===== src/rtl/serial_frame_pkg.sv =====
`default_nettype none
// ============================================================================
// Module      : serial_frame_pkg
// Description : Shared definitions for the parity-protected serial link
//               receiver: deframer FSM state encoding and line-level bit
//               constants.
// Revision    : 1.0 - initial release
// ============================================================================
package serial_frame_pkg;

    // Deframer FSM states (2-bit encoding)
    typedef enum logic [1:0] {
        ST_IDLE   = 2'd0,
        ST_DATA   = 2'd1,
        ST_PARITY = 2'd2,
        ST_STOP   = 2'd3
    } frame_state_e;

    // Line levels
    localparam logic START_BIT  = 1'b1;
    localparam logic STOP_BIT   = 1'b0;
    localparam logic IDLE_LEVEL = 1'b0;

endpackage
`default_nettype wire


===== src/rtl/frame_hold_reg.sv =====
`default_nettype none
// ============================================================================
// Module      : frame_hold_reg
// Description : One-entry valid/ready holding register for received words.
//               Carries the data word, both error flags and a sticky
//               overflow flag set when a load arrives while full and not
//               being drained.
// Ports       : clk, rst_n (async, active-low)
//               i_load, i_data, i_parity_err, i_frame_err : load side
//               i_ready                                   : consumer accept
//               o_valid, o_data, o_parity_err, o_frame_err: held word
//               o_overflow                                : sticky drop flag
// Revision    : 1.0 - initial release
// ============================================================================
module frame_hold_reg #(
    parameter int W = 8
) (
    input  logic         clk,
    input  logic         rst_n,
    input  logic         i_load,
    input  logic [W-1:0] i_data,
    input  logic         i_parity_err,
    input  logic         i_frame_err,
    input  logic         i_ready,
    output logic         o_valid,
    output logic [W-1:0] o_data,
    output logic         o_parity_err,
    output logic         o_frame_err,
    output logic         o_overflow
);

    logic         r_valid;
    logic [W-1:0] r_data;
    logic         r_parity_err;
    logic         r_frame_err;
    logic         r_overflow;

    logic         w_accept;
    logic         w_free;

    // The slot can take a new word if empty or if it is drained this cycle.
    assign w_accept = r_valid && i_ready;
    assign w_free   = !r_valid || w_accept;

    always_ff @(posedge clk or negedge rst_n) begin
        if (!rst_n) begin
            r_valid      <= 1'b0;
            r_data       <= '0;
            r_parity_err <= 1'b0;
            r_frame_err  <= 1'b0;
            r_overflow   <= 1'b0;
        end else begin
            if (i_load && w_free) begin
                r_valid      <= 1'b1;
                r_data       <= i_data;
                r_parity_err <= i_parity_err;
                r_frame_err  <= i_frame_err;
            end else if (w_accept) begin
                r_valid      <= 1'b0;
            end
            // Full and not drained: the new word is dropped, contents kept.
            if (i_load && !w_free) begin
                r_overflow <= 1'b1;
            end
        end
    end

    assign o_valid      = r_valid;
    assign o_data       = r_data;
    assign o_parity_err = r_parity_err;
    assign o_frame_err  = r_frame_err;
    assign o_overflow   = r_overflow;

endmodule
`default_nettype wire


===== src/rtl/serial_parity_deframer.sv =====
`default_nettype none
// ============================================================================
// Module      : serial_parity_deframer
// Description : Receive side of the parity-protected serial link. Samples a
//               bit-serial frame (start 1, W data bits LSB first, optional
//               parity, stop 0), reassembles the word, checks parity and
//               stop bit, and presents the result through a one-entry
//               valid/ready holding register.
// Config      : SERIAL_PARITY_CHECK_EN - when defined the frame carries a
//               parity bit which is checked; when undefined there is no
//               parity bit, out_parity_err is 0 and ODD_PARITY is ignored.
// Ports       : clk, rst_n (async, active-low)
//               serial_valid, serial_in     : sampled line bit
//               out_valid, out_ready        : word handshake
//               out_data                    : received word
//               out_parity_err, out_frame_err : per-word error flags
//               overflow                    : sticky, frame dropped
// Revision    : 1.0 - initial release
// ============================================================================
module serial_parity_deframer
    import serial_frame_pkg::*;
#(
    parameter int W          = 8,
    parameter bit ODD_PARITY = 1'b0
) (
    input  logic         clk,
    input  logic         rst_n,
    input  logic         serial_valid,
    input  logic         serial_in,
    output logic         out_valid,
    input  logic         out_ready,
    output logic [W-1:0] out_data,
    output logic         out_parity_err,
    output logic         out_frame_err,
    output logic         overflow
);

    localparam int            CW     = $clog2(W);
    localparam logic [CW-1:0] C_LAST = CW'(W - 1);

    frame_state_e  r_state;
    logic [CW-1:0] r_count;
    logic [W-1:0]  r_shift;

    logic          w_load;
    logic          w_frame_err;
    logic          w_parity_err;

    // Main deframer FSM; everything advances only on sampled bits.
    always_ff @(posedge clk or negedge rst_n) begin
        if (!rst_n) begin
            r_state <= ST_IDLE;
            r_count <= '0;
            r_shift <= '0;
        end else if (serial_valid) begin
            case (r_state)
                ST_IDLE: begin
                    if (serial_in == START_BIT) begin
                        r_state <= ST_DATA;
                        r_count <= '0;
                    end
                end
                ST_DATA: begin
                    r_shift[r_count] <= serial_in;
                    if (r_count == C_LAST) begin
`ifdef SERIAL_PARITY_CHECK_EN
                        r_state <= ST_PARITY;
`else
                        r_state <= ST_STOP;
`endif
                    end else begin
                        r_count <= r_count + 1'b1;
                    end
                end
                ST_PARITY: r_state <= ST_STOP;
                ST_STOP:   r_state <= ST_IDLE;
                default:   r_state <= ST_IDLE;
            endcase
        end
    end

`ifdef SERIAL_PARITY_CHECK_EN
    logic r_parity;
    logic r_parity_err;

    // Running parity seeds with ODD_PARITY so a correct frame folds to 0.
    always_ff @(posedge clk or negedge rst_n) begin
        if (!rst_n) begin
            r_parity     <= 1'b0;
            r_parity_err <= 1'b0;
        end else if (serial_valid) begin
            case (r_state)
                ST_IDLE: begin
                    if (serial_in == START_BIT) begin
                        r_parity <= ODD_PARITY;
                    end
                end
                ST_DATA:   r_parity     <= r_parity ^ serial_in;
                ST_PARITY: r_parity_err <= r_parity ^ serial_in;
                default:   r_parity     <= r_parity;
            endcase
        end
    end

    assign w_parity_err = r_parity_err;
`else
    logic w_unused_odd_parity;

    assign w_unused_odd_parity = ODD_PARITY;
    assign w_parity_err        = 1'b0;
`endif

    // Frame completes when the stop bit is sampled, even on a framing error.
    assign w_load      = serial_valid && (r_state == ST_STOP);
    assign w_frame_err = (serial_in != STOP_BIT);

    frame_hold_reg #(
        .W (W)
    ) u_hold (
        .clk          (clk),
        .rst_n        (rst_n),
        .i_load       (w_load),
        .i_data       (r_shift),
        .i_parity_err (w_parity_err),
        .i_frame_err  (w_frame_err),
        .i_ready      (out_ready),
        .o_valid      (out_valid),
        .o_data       (out_data),
        .o_parity_err (out_parity_err),
        .o_frame_err  (out_frame_err),
        .o_overflow   (overflow)
    );

endmodule
`default_nettype wire


===== config.mk =====
export PLATFORM = sky130hd
export DESIGN_NAME = serial_parity_deframer
export DESIGN_NICKNAME = d
export VERILOG_FILES = /design/src/rtl/serial_frame_pkg.sv /design/src/rtl/frame_hold_reg.sv /design/src/rtl/serial_parity_deframer.sv
export SDC_FILE = /design/constraint.sdc
export NUM_CORES = 1
export LEC_CHECK = 0
export CAP_MARGIN = 20
export CORE_MARGIN = 1
export CORE_UTILIZATION = 58
export CTS_BUF_LIST = sky130_fd_sc_hd__clkbuf_2 sky130_fd_sc_hd__clkbuf_4 sky130_fd_sc_hd__clkbuf_8
export CTS_CLUSTER_DIAMETER = 40
export CTS_CLUSTER_SIZE = 14
export DETAILED_ROUTE_END_ITERATION = 6
export PLACE_DENSITY = 0.88
export SLEW_MARGIN = 10
export SYNTH_ARGS = -nofsm -noshare
export SYNTH_HDL_FRONTEND = slang
export SYNTH_SLANG_ARGS = --single-unit

===== constraint.sdc =====
create_clock -name clk -period 2.66 [get_ports clk]
set_input_delay 0.532 -clock clk [delete_from_list [all_inputs] [get_ports clk]]
set_output_delay 0.532 -clock clk [all_outputs]
set_load 0.01 [all_outputs]

==> results.md, run 1 <==
- Run status: finished clean
- Nets@finish: roughly 110
- Root Buffer: clkbuf_4
- Leakage power total: approximately 0.6 nW
- Core area: ~1700 um^2
- Top Family by Delay on Critical Path: buffers and inverters
- RSZ-0062 raised after global routing: false
- Final worst slack: 0.905 ns
- Final setup violation count: 0
- WL per Instance: about 13 um
- Number of buffers created by CTS: 3
- Final ANT Viol Nets: 0
- WP data arrival: roughly 1.2 ns
- IO Port Bufs: 15
- Final hold violation count: 0
- Initial drt markers: 8
- Mux share of post-synthesis cell area: 0.229
- Largest net degree at the start of global routing: 25
- Final core occ: 0.738
- Register bit total from synthesis: 24
- FP Rows: 15
- Post-DP HPWL: between 1000 and 1500 um
- Initial core utilization: 0.621
- GP Congestion: roughly 0.7
- Cell count after synthesis: between 80 and 90
- Setup TNS: 0 ns
- CP Launch Type: register
- Fmax: around 570 MHz
- Via count: about 670
- Worst path required time: ~2.1 ns
- Max_cap viols: 0
- GRT Util Overall: 0.195
- DRT Wirelength: between 1500 and 2000 um
- Post-Synth Adder-Cell Area: 0.0577
- Clock skew: 0.00283 ns
- Total global routing overflow: 0
- R2R cell count: 5
- Detailed-route DRC error count: 0
- Clock latency on the worst-skew pair: 0.31 ns
- CP endpoint kind: primary output
- Slowest CP cell: clkdlybuf4s50_1
- Simple-gate portion of the synthesized area: 0.107
- Die width: about 45 um
- Hold Buf Count CTS: 0
- Post-Syn Nets: 94
- CP max stage delay: roughly 0.54 ns
- Yosys top cell area share: 0.554
- Main combinational cell family by area after synthesis: multiplexers
- Setup bufs post-CTS: 0
- Critical path, cell by cell: clkdlybuf4s50_1
- Share of layout cells above drive strength 1: 0.245
- Routed vias/inst: roughly 5.3
- Initial antenna violation count: 0
- Clock sinks: 24
- Synth unique cells: 17
- Area of the die: slightly above 2000 um^2
- Peak supply drop: 0.577 mV
- Area fraction in compound gates after synthesis: 0.0208
- H-Tree Depth: 1
- Register clock-pin slew on the reported worst setup and hold paths: approximately 0.11 ns
- Buf/Inv on CP: 1
- Die extent in y: about 45 um
- Vias in the first global route: 615
- Synthesized area per cell: about 13 um^2
- Synth area leaders: dfrtp_1 55%, mux2_2 19%, ha_1 5.8%, nand2b_1 2.9%, mux2i_1 2.8%
- CP max FO: 2
- Post-synth top area cell: dfrtp_1
- DP Worst Slack: approximately 0.61 ns
- Post-CTS Resized: 0
- DRT Pass-1 Iters: 4
- CTS tree: built
- I/O pin count: 17
- Netlist Area Pre-Place: 1080 um^2
- First-pass GRT wire length: between 2000 and 3000 um
- Critical path class: register to primary output
- Synth warnings: 0
- Levels on crit path: 1
- Tcrit/Tclk final: 0.660
- Area grow syn2layout: 18.8%
- Final min period: around 1.8 ns
- Min-Delay Path Depth: 1
- CTS max path bufs: 2
- Register area share after synthesis: 0.554
- Worst min path class: register to register
- Cell Pwr Density: roughly 1000 nW/um^2
- Slew Limit Fails: 0
- Number of inserted diodes: 0
- Synth Area in XOR/XNOR: 0
area by class of cell:
type,count,area [um^2]
Inverter,4,15.0
Sequential cell,24,601
Multi-Input combinational cell,54,453
Fill cell,128,458
Clock buffer,3,22.5
Tap cell,25,31.3
Timing Repair Buffer,17,165
kinds of logic after synthesis:
family / Yosys count
and+or+nand+nor: 24
other: 1
adders and majority gates: 5
DFF: 24
muxes: 22
buffers and inverters: 6
AOI/OAI and AO/OA: 2
final timing paths:
check                             startpoint                 to  slack [ns]
max reg2reg                       r_state[1]         r_shift[0]        1.00
min in group asynchronous              rst_n     u_hold.o_valid        0.55
min reg2reg                u_hold.o_overflow  u_hold.o_overflow        0.51
max in group asynchronous              rst_n         r_state[1]        1.88
min                        u_hold.o_overflow  u_hold.o_overflow        0.51
max                         u_hold.o_data[4]        out_data[4]        0.91
layout by cell type (no fill, tap or decap), drive strengths merged:
cell type	n
o21bai	1
ha	5
mux2	19
clkbuf	3
nor3	2
dfrtp	24
o2111ai	1
nand3	2
nand3b	1
conb	1
nor2b	2
clkdlybuf4s50	15
nor2	6
inv	4
nand2	6
nand2b	5
mux2i	3
buf	2
metal layers:
layer / track usage / vias to the layer above / routed length, um
met5: 0 / - / 0
met4: 0.109 / 0 / 27
met3: 0.0360 / 2 / 46
met2: 0.304 / 17 / 807
met1: 0.255 / 326 / 752
li1: - / 322 / -
stage by stage:
step                cells  instance area, um^2  hold WS [ns]  total power [mW]
floorplan              84                 1080         0.236             0.969
global placement      124                 1260         0.459              1.18
detailed placement    124                 1260         0.485              1.21
CTS                   127                 1290         0.516              1.37
global route          127                 1290         0.540              1.45
finish                127                 1290         0.506              1.35
report_power, final:
group | total, mW | leakage [nW] | switching, mW | internal (mW)
Sequential | 0.625 | 0.302 | 0.103 | 0.522
Combinational | 0.572 | 0.279 | 0.227 | 0.345
Clock | 0.153 | 0.0138 | 0.100 | 0.0531
Total | 1.35 | 0.595 | 0.430 | 0.920
sequential cells by signal (all words and copies together) (netlist names):
register	cells
u_hold.o_valid	1
r_count	3
r_state	2
r_shift	8
u_hold.o_overflow	1
u_hold.o_frame_err	1
u_hold.o_data	8
cell usage after synthesis:
| cell type | instances |
|---|---|
| o21bai_1 | 1 |
| nor3_1 | 2 |
| nor2b_1 | 2 |
| ha_1 | 5 |
| nand2b_1 | 5 |
| buf_4 | 2 |
| nand3_1 | 2 |
| mux2i_1 | 3 |
| nand3b_1 | 1 |
| o2111ai_2 | 1 |
| nor2_1 | 6 |
| nand2_1 | 6 |
| inv_1 | 4 |
| mux2_2 | 18 |
| dfrtp_1 | 24 |
| conb_1 | 1 |
| mux2_4 | 1 |
No activity file was read; power rests on OpenSTA's default activity.
==> run 2, diff against run 1 <==
--- a/config.mk
+++ b/config.mk
@@ -7,12 +7,12 @@
 export LEC_CHECK = 0
 export CAP_MARGIN = 20
 export CORE_MARGIN = 1
-export CORE_UTILIZATION = 58
+export CORE_UTILIZATION = 54
 export CTS_BUF_LIST = sky130_fd_sc_hd__clkbuf_2 sky130_fd_sc_hd__clkbuf_4 sky130_fd_sc_hd__clkbuf_8
 export CTS_CLUSTER_DIAMETER = 40
 export CTS_CLUSTER_SIZE = 14
 export DETAILED_ROUTE_END_ITERATION = 6
-export PLACE_DENSITY = 0.88
+export PLACE_DENSITY = 0.83
 export SLEW_MARGIN = 10
 export SYNTH_ARGS = -nofsm -noshare
 export SYNTH_HDL_FRONTEND = slang
==> constraint.sdc (replaced) <==
create_clock -name clk -period 1.83 [get_ports clk]
set_input_delay 0.366 -clock clk [delete_from_list [all_inputs] [get_ports clk]]
set_output_delay 0.366 -clock clk [all_outputs]
set_load 0.01 [all_outputs]
==> results.md, run 2 (synthesized netlist as in run 1, its figures left out) <==
- CTS tree: built
- Fmax: 597 MHz
- Cell Pwr Density: 1620 nW/um^2 (+54%)
- Root Buffer: clkbuf_4
- Die extent in y: 46.8 um (+3.5%)
- Final hold violation count: 0 (unchanged)
- R2R Setup Slk: 0.16 ns (-0.84 ns)
- GRT Util Overall: 0.213 (+0.0184)
- CP Launch Type: register
- CTS max path bufs: 2 (unchanged)
- Die width: 46.8 um (+3.5%)
- CP endpoint kind: register
- Tcrit/Tclk final: 0.915
- FP Rows: 15 (unchanged)
- Peak supply drop: 0.973 mV (+69%)
- Hold Buf Count CTS: 0 (unchanged)
- Area grow syn2layout: 23.7%
- DRT Wirelength: 1960 um (+20%)
- Detailed-route DRC error count: 0 (unchanged)
- Initial core utilization: 0.601 (-0.0194)
- Most common cell after layout, fill and taps aside: dfrtp_1
- Critical path class: register to register
- Nets@finish: 117 (+2.6%)
- Total global routing overflow: 0 (unchanged)
- Number of inserted diodes: 0 (unchanged)
- GP Congestion: 0.701 (+0.33%)
- Total power: 2.17 mW (+60%)
- CP max FO: 8 (+6)
- Clock latency on the worst-skew pair: 0.32 ns (about the same)
- Register clock-pin slew on the reported worst setup and hold paths: 0.13 ns (+0.02 ns)
- WL per Instance: 15.0 um (+16%)
- Final min period: between 1.5 and 2 ns
- Area of the die: 2190 um^2 (+7.1%)
- Reg-to-Reg Start: r_state[1]
- IO Port Bufs: 15 (unchanged)
- Most frequent cells in the layout: 24 x dfrtp_1, 18 x mux2_2, 15 x clkdlybuf4s50_1, 6 x nand2_1, 6 x nor2_1
- Run status: finished clean
- Worst min path class: input pin to async pin
- Vias in the first global route: 710 (+15%)
- Initial drt markers: 8 (unchanged)
- Number of buffers created by CTS: 3 (unchanged)
- DRT Pass-1 Iters: 3 (-1)
- RSZ-0062 raised after global routing: false
- Core area: 1800 um^2 (+3.2%)
- Largest net degree at the start of global routing: 25 (unchanged)
- Setup bufs post-CTS: 0 (unchanged)
- WP data arrival: 1.89 ns (+0.67 ns)
- Crit path capture: r_shift[0]
- WHS: 0.377 ns (-0.129 ns)
- Routed vias/inst: 5.29 (+0.73%)
- Final ANT Viol Nets: 0 (unchanged)
- Leakage power total: 0.623 nW (+4.7%)
- Share of layout cells above drive strength 1: 0.274 (+0.0285)
- Post-DP HPWL: 1450 um (+20%)
- Crit. Startpoint: r_state[1]
- R2R cell count: 5 (unchanged)
- H-Tree Depth: 1 (unchanged)
- Clock sinks: 24 (unchanged)
- Final setup violation count: 0 (unchanged)
- First-pass GRT wire length: 3190 um (+20%)
- Clock skew: 0.00758 ns (+0.00474 ns)
- DP Worst Slack: 0.0194 ns (-0.592 ns)
- Worst reg2reg endpoint: r_shift[0]
- I/O pin count: 17 (unchanged)
- Final worst slack: 0.156 ns (-0.749 ns)
- Post-CTS Resized: 0 (unchanged)
- Max_cap viols: 0 (unchanged)
- Initial antenna violation count: 0 (unchanged)
- Setup TNS: 0 ns (unchanged)
- Via count: 693 (+3.9%)
- Slew Limit Fails: 0 (unchanged)
- Worst path required time: 2.04 ns (-0.09 ns)
[run 2: critical path: stages, from the launching register on]
cell	delay, ns
dfrtp_1	0.42
inv_1	0.08
ha_1	0.31
nand3b_1	0.19
nor3_1	0.20
mux2_2	0.36
[run 2: routing by layer]
layer | part of all wire | track usage | vias to the layer above
li1 | - | - | 328
met1 | 0.47 | 0.265 | 345
met2 | 0.48 | 0.353 | 16
met3 | 0.031 | 0.0385 | 4
met4 | 0.017 | 0.114 | 0
met5 | 0 | 0 | -
[run 2: cell type report]
class	count	area (um^2)
tap	25	31.3
clock inverter	1	30.0
timing repair buffer	20	188
clock buffer	3	22.5
multi-input combinational	54	453
sequential	24	601
inverter	4	15.0
fill	129	462
[run 2: worst min path at each step]
stage                            from                end  slack [ns]
floorplan                       rst_n         r_count[0]        0.07
global placement    u_hold.o_overflow  u_hold.o_overflow        0.46
detailed placement  u_hold.o_overflow  u_hold.o_overflow        0.47
CTS                             rst_n         r_count[0]        0.38
global route                    rst_n         r_count[0]        0.42
finish                          rst_n         r_count[0]        0.38
[run 2: per-stage QoR]
| step | area, um^2 | utilization | cells |
|---|---|---|---|
| 5_1_grt | 1340 | 0.744 | 131 |
| 3_5_place_dp | 1290 | 0.715 | 127 |
| 6_report | 1340 | 0.744 | 131 |
| 2_1_floorplan | 1080 | - | 84 |
| 3_3_place_gp | 1290 | 0.715 | 127 |
| 4_1_cts | 1340 | 0.744 | 131 |
[run 2: power breakdown]
group | leakage [nW] | switching [mW] | internal [mW] | total, mW
combinational | 0.293 | 0.356 | 0.513 | 0.869
sequential | 0.302 | 0.159 | 0.758 | 0.918
clock | 0.0279 | 0.158 | 0.221 | 0.379
total | 0.623 | 0.674 | 1.49 | 2.17
